==> src/rtl/seq_shifter.sv <==
// seq_shifter: multi-cycle barrel-free shifter, one bit per cycle.
//   clk, rst        : clock, synchronous active-high reset
//   in_valid/ready  : request handshake; a (operand), b (amount), op (select)
//   out_valid/ready : result handshake; res, flags {N,Z,C,V}, err (bad op)
module seq_shifter #(
    parameter logic [3:0] OP_SLL = 4'd5,
    parameter logic [3:0] OP_SRL = 4'd6,
    parameter logic [3:0] OP_SRA = 4'd7
) (
    input  logic        clk,
    input  logic        rst,
    input  logic        in_valid,
    output logic        in_ready,
    input  logic [31:0] a,
    input  logic [31:0] b,
    input  logic [3:0]  op,
    output logic        out_valid,
    input  logic        out_ready,
    output logic [31:0] res,
    output logic [3:0]  flags,
    output logic        err
);

    localparam int unsigned DATA_W = 32;
    localparam int unsigned CNT_W  = 6;
    localparam int unsigned OP_W   = 4;
    localparam int unsigned FLAG_W = 4;

    typedef enum logic [1:0] {
        IDLE  = 2'd0,
        SHIFT = 2'd1,
        DONE  = 2'd2
    } state_e;

    state_e              state_q, state_d;
    logic [DATA_W-1:0]   work_q, work_d;
    logic [CNT_W-1:0]    n_q, n_d;
    logic [OP_W-1:0]     op_q, op_d;
    logic                sign_q, sign_d;
    logic                bad_q, bad_d;

    logic                in_ready_q, in_ready_d;
    logic                out_valid_q, out_valid_d;
    logic [DATA_W-1:0]   res_q, res_d;
    logic [FLAG_W-1:0]   flags_q, flags_d;
    logic                err_q, err_d;

    logic [CNT_W-1:0]    n_load;
    logic                op_ok;

    // Saturate the full-width shift amount to 32.
    assign n_load = (b >= DATA_W'(32)) ? CNT_W'(32) : b[CNT_W-1:0];
    assign op_ok  = (op == OP_SLL) || (op == OP_SRL) || (op == OP_SRA);

    // Next-state, datapath and output computation.
    always_comb begin
        state_d = state_q;
        work_d  = work_q;
        n_d     = n_q;
        op_d    = op_q;
        sign_d  = sign_q;
        bad_d   = bad_q;

        unique case (state_q)
            IDLE: begin
                if (in_valid) begin
                    work_d  = a;
                    op_d    = op;
                    sign_d  = a[DATA_W-1];
                    n_d     = n_load;
                    bad_d   = !op_ok;
                    state_d = (!op_ok || (n_load == '0)) ? DONE : SHIFT;
                end
            end
            SHIFT: begin
                if (op_q == OP_SLL) begin
                    work_d = {work_q[DATA_W-2:0], 1'b0};
                end else if (op_q == OP_SRL) begin
                    work_d = {1'b0, work_q[DATA_W-1:1]};
                end else begin
                    work_d = {sign_q, work_q[DATA_W-1:1]};
                end
                n_d = n_q - CNT_W'(1);
                if (n_q == CNT_W'(1)) begin
                    state_d = DONE;
                end
            end
            DONE: begin
                if (out_ready) begin
                    state_d = IDLE;
                end
            end
            default: begin
                state_d = IDLE;
            end
        endcase

        // Outputs are registered from the next state so they line up with it.
        in_ready_d  = (state_d == IDLE);
        out_valid_d = (state_d == DONE);
        res_d       = '0;
        flags_d     = '0;
        err_d       = 1'b0;
        if (state_d == DONE) begin
            res_d   = work_d;
            err_d   = bad_d;
            flags_d = {work_d[DATA_W-1], (work_d == '0), 2'b00};
        end
    end

    // State and output registers.
    always_ff @(posedge clk) begin
        if (rst) begin
            state_q     <= IDLE;
            work_q      <= '0;
            n_q         <= '0;
            op_q        <= '0;
            sign_q      <= 1'b0;
            bad_q       <= 1'b0;
            in_ready_q  <= 1'b1;
            out_valid_q <= 1'b0;
            res_q       <= '0;
            flags_q     <= '0;
            err_q       <= 1'b0;
        end else begin
            state_q     <= state_d;
            work_q      <= work_d;
            n_q         <= n_d;
            op_q        <= op_d;
            sign_q      <= sign_d;
            bad_q       <= bad_d;
            in_ready_q  <= in_ready_d;
            out_valid_q <= out_valid_d;
            res_q       <= res_d;
            flags_q     <= flags_d;
            err_q       <= err_d;
        end
    end

    assign in_ready  = in_ready_q;
    assign out_valid = out_valid_q;
    assign res       = res_q;
    assign flags     = flags_q;
    assign err       = err_q;

endmodule

==> config.mk <==
export PLATFORM = sky130hd
export DESIGN_NAME = seq_shifter
export DESIGN_NICKNAME = d
export VERILOG_FILES = /design/src/rtl/seq_shifter.sv
export SDC_FILE = /design/constraint.sdc
export NUM_CORES = 1
export LEC_CHECK = 0
export CAP_MARGIN = 0
export CORE_MARGIN = 10
export CORE_UTILIZATION = 45
export CTS_BUF_LIST = sky130_fd_sc_hd__clkbuf_2 sky130_fd_sc_hd__clkbuf_4 sky130_fd_sc_hd__clkbuf_8
export CTS_CLUSTER_DIAMETER = 50
export DETAILED_ROUTE_END_ITERATION = 7
export PLACE_DENSITY = 0.73
export SLEW_MARGIN = 10
export SYNTH_ARGS = -nofsm -noshare
export SYNTH_HDL_FRONTEND = slang
export SYNTH_SLANG_ARGS = --single-unit
==> constraint.sdc <==
create_clock -name clk -period 2.9 [get_ports clk]
set_clock_uncertainty 0.2 [all_clocks]
set_input_delay 0.58 -clock clk [delete_from_list [all_inputs] [get_ports clk]]
set_output_delay 0.58 -clock clk [all_outputs]
set_load 0.01 [all_outputs]
==> flow_metrics.tcl <==
set metrics [dict create \
    synth.distinct_cells 55 \
    route.detailed.drc 0 \
    fill_cells 719 \
    post-cts-setup-buffers 0 \
    ys_ff_latch 82 \
    max-slew-margin-rel_pct 52.1 \
    grt_pass1_wl_um 18200 \
    setup_viol 0 \
    netlist_area_um2 3800 \
    cts.sinks 82 \
    yosys_warnings 0 \
    ctsHoldBuffers 0 \
    cp-startpoint "state_q[0]$_SDFF_PP0_" \
    fin_hold_ws_ns 0.281 \
    power_density_nw_per_um2 519 \
    finalHoldViolCount 0 \
    max_freq_ghz 0.373 \
    startpoint_type "flop" \
    wl_per_cell_um 18.1 \
    final_area_um2 5220 \
    nets 594 \
    worst_slew_pin_slew_ns 0.717 \
    cts_tree "built" \
    critical_path.max_fanout 18 \
    final_cell_mix "108 x clkdlybuf4s50_1, 82 x dfxtp_1, 58 x nor2b_1" \
    synth_edf_count 0 \
    grt_max_degree 45 \
    rsz0062_at_grt "no" \
    cts_buffer_depth 2 \
    r2r_slack_ns 0.22 \
    initial_core_util_pct 46.2 \
    clk_latency_ns 0.35 \
    mostFrequentLayoutCell "clkdlybuf4s50_1" \
    ant_nets 0 \
    drt_wl_total_um 11400 \
    period_needed_ns 2.68 \
    antenna_found_initial 0 \
    pre_cts_slack_ns -0.0791 \
    cts_resized 0 \
    crit_type "reg -> reg" \
    die_w_um 112 \
    drive_above_1_share_pct 8.19 \
    clk_pin_slew_ns 0.08 \
    core_area_um2 8220 \
    drt_pass1_iterations 5 \
    n_antenna_cell 0 \
    synthFlopType "dfxtp_1" \
    grt_use_total_pct 17.6 \
    yosysTopAreaCellShare_pct 43.2 \
    drt-initial-drc-count 191 \
    max_cap_viol_count 0 \
    crit_required_ns 2.97 \
    postSynthCellCount 416 \
    num_rows 33 \
    hpwl_um 8800 \
    yosysSeqAreaShare_pct 43.2 \
    arrival_ns 2.75 \
    holdCritStartpoint "sign_q$_SDFFE_PP0P_" \
    leakagePower_nw 1.78 \
    grt_pass1_vias 3531 \
    final_util_pct 63.5 \
    layout.cells.non_filler 630 \
    gp_congestion 0.967 \
    dpl-instance-area_um2 5000 \
    grt-ovfl-total 0 \
    die_y_um 112 \
    synth_area_leaders "dfxtp_1 43%, nor2b_1 9.6%, mux2i_1 7.6%, a22oi_1 5.5%, o21ai_0 4.5%" \
    crit-reg2reg-launch "state_q[0]$_SDFF_PP0_" \
    yosysTopAreaCell "dfxtp_1" \
    synth_area_per_cell_um2 9.13 \
    outcome "finished clean" \
    setup_slack_ns 0.219 \
    drv_slew 0 \
    routed_via_density 5.66 \
    async_reset_ff_share_pct 0 \
    hp-class "reg -> reg" \
    die_area_um2 12500 \
    vias 3567 \
    irDropWorstVdd_uv 287 \
    cts_root_buf "clkbuf_8" \
    io_pins 111 \
    htree_levels 3 \
    area_growth_pct 37.4 \
    end_kind "flop" \
    port_buffers 108 \
    post-route-period-util_pct 92.4 \
    dpl.cell_count 614 \
    cts_buffers 9 \
]
-- power breakdown --
| part | switching [mW] | leakage [nW] | internal, mW | total [mW] |
|---|---|---|---|---|
| combinational | 0.251 | 1.00 | 0.304 | 0.556 |
| sequential | 0.0779 | 0.671 | 1.20 | 1.28 |
| clock | 0.424 | 0.102 | 0.448 | 0.872 |
| total | 0.753 | 1.78 | 1.95 | 2.70 |
-- state kept, by name (all words and copies together), names as in the netlist --
| register | count |
|---|---|
| sign_q | 1 |
| work_q | 32 |
| err | 1 |
| state_q | 2 |
| out_valid | 1 |
| n_q | 6 |
| op_q | 4 |
| flags | 1 |
| in_ready | 1 |
| res | 32 |
| bad_q | 1 |
-- cells by family after synthesis --
group                      Yosys count  synth area share, %
other                                1               0.0988
AOI/OAI and AO/OA                  106                 18.5
DFF                                 82                 43.2
muxes                               30                 7.94
xor gates and xnor gates             2                0.462
and+or+nand+nor                    157                 24.4
adders and majority gates            2                0.659
buffers and inverters               36                 4.78
-- cells in the mapped netlist, types with 2 or more instances --
cell and number:
dfxtp_1 82, nor2b_1 58, o21ai_0 34, mux2i_1 29, a22oi_1 28, nor2_1 24
nand2_1 17, buf_2 16, nor3_1 14, nor4_1 11, a21oi_1 10, clkbuf_1 9
inv_1 6, nand4_1 6, o22ai_1 6, nand3_1 4, a221oi_1 3, a31oi_1 3
buf_4 3, nand2b_1 3, nand3b_1 3, o221ai_1 3, or4_1 3, a211oi_1 2
a21boi_0 2, a21o_1 2, buf_6 2, ha_1 2, nand4b_1 2, nor3b_1 2
o21ai_1 2, xnor2_1 2
-- layout make-up --
type / count / area [µm²] / share of cell area, %
multi-input combinational: 299 / 2000 / 38.3
sequential: 82 / 1640 / 31.5
timing repair buffer: 122 / 1210 / 23.2
clock buffer: 11 / 151 / 2.90
tap: 105 / 131 / 2.52
clock inverter: 5 / 62.6 / 1.20
inverter: 6 / 22.5 / 0.432
-- per-stage QoR --
stage	total power, mW	setup TNS, ns
finish	2.70	0
global route	2.83	0
CTS	2.72	0
global placement	1.85	-0.0667
detailed placement	1.86	-0.0791
floorplan	1.59	0
-- layer usage --
layer  vias up  GRT usage (%)  routed length [µm]
met4         0           6.86                 214
li1       1710              -                   -
met5         -              0                   0
met1      1674           21.3                4800
met3        20           6.17                1010
met2       163           27.9                5410
-- critical path: stages (launching register included) --
cell and delay, ns:
dfxtp_1 0.79, nor3b_4 0.12, buf_12 0.19, a22oi_1 0.38
nand4_1 0.22, or4_4 0.45, nor4_2 0.25
-- worst paths after layout --
kind	end	cells past startpoint
worst max register to register	flags[2]$_SDFF_PP0_	6
worst min register to register	sign_q$_SDFFE_PP0P_	2
worst max-delay path	flags[2]$_SDFF_PP0_	6
worst min-delay path	sign_q$_SDFFE_PP0P_	2
Note: power is estimated with default switching activity, not from simulation.
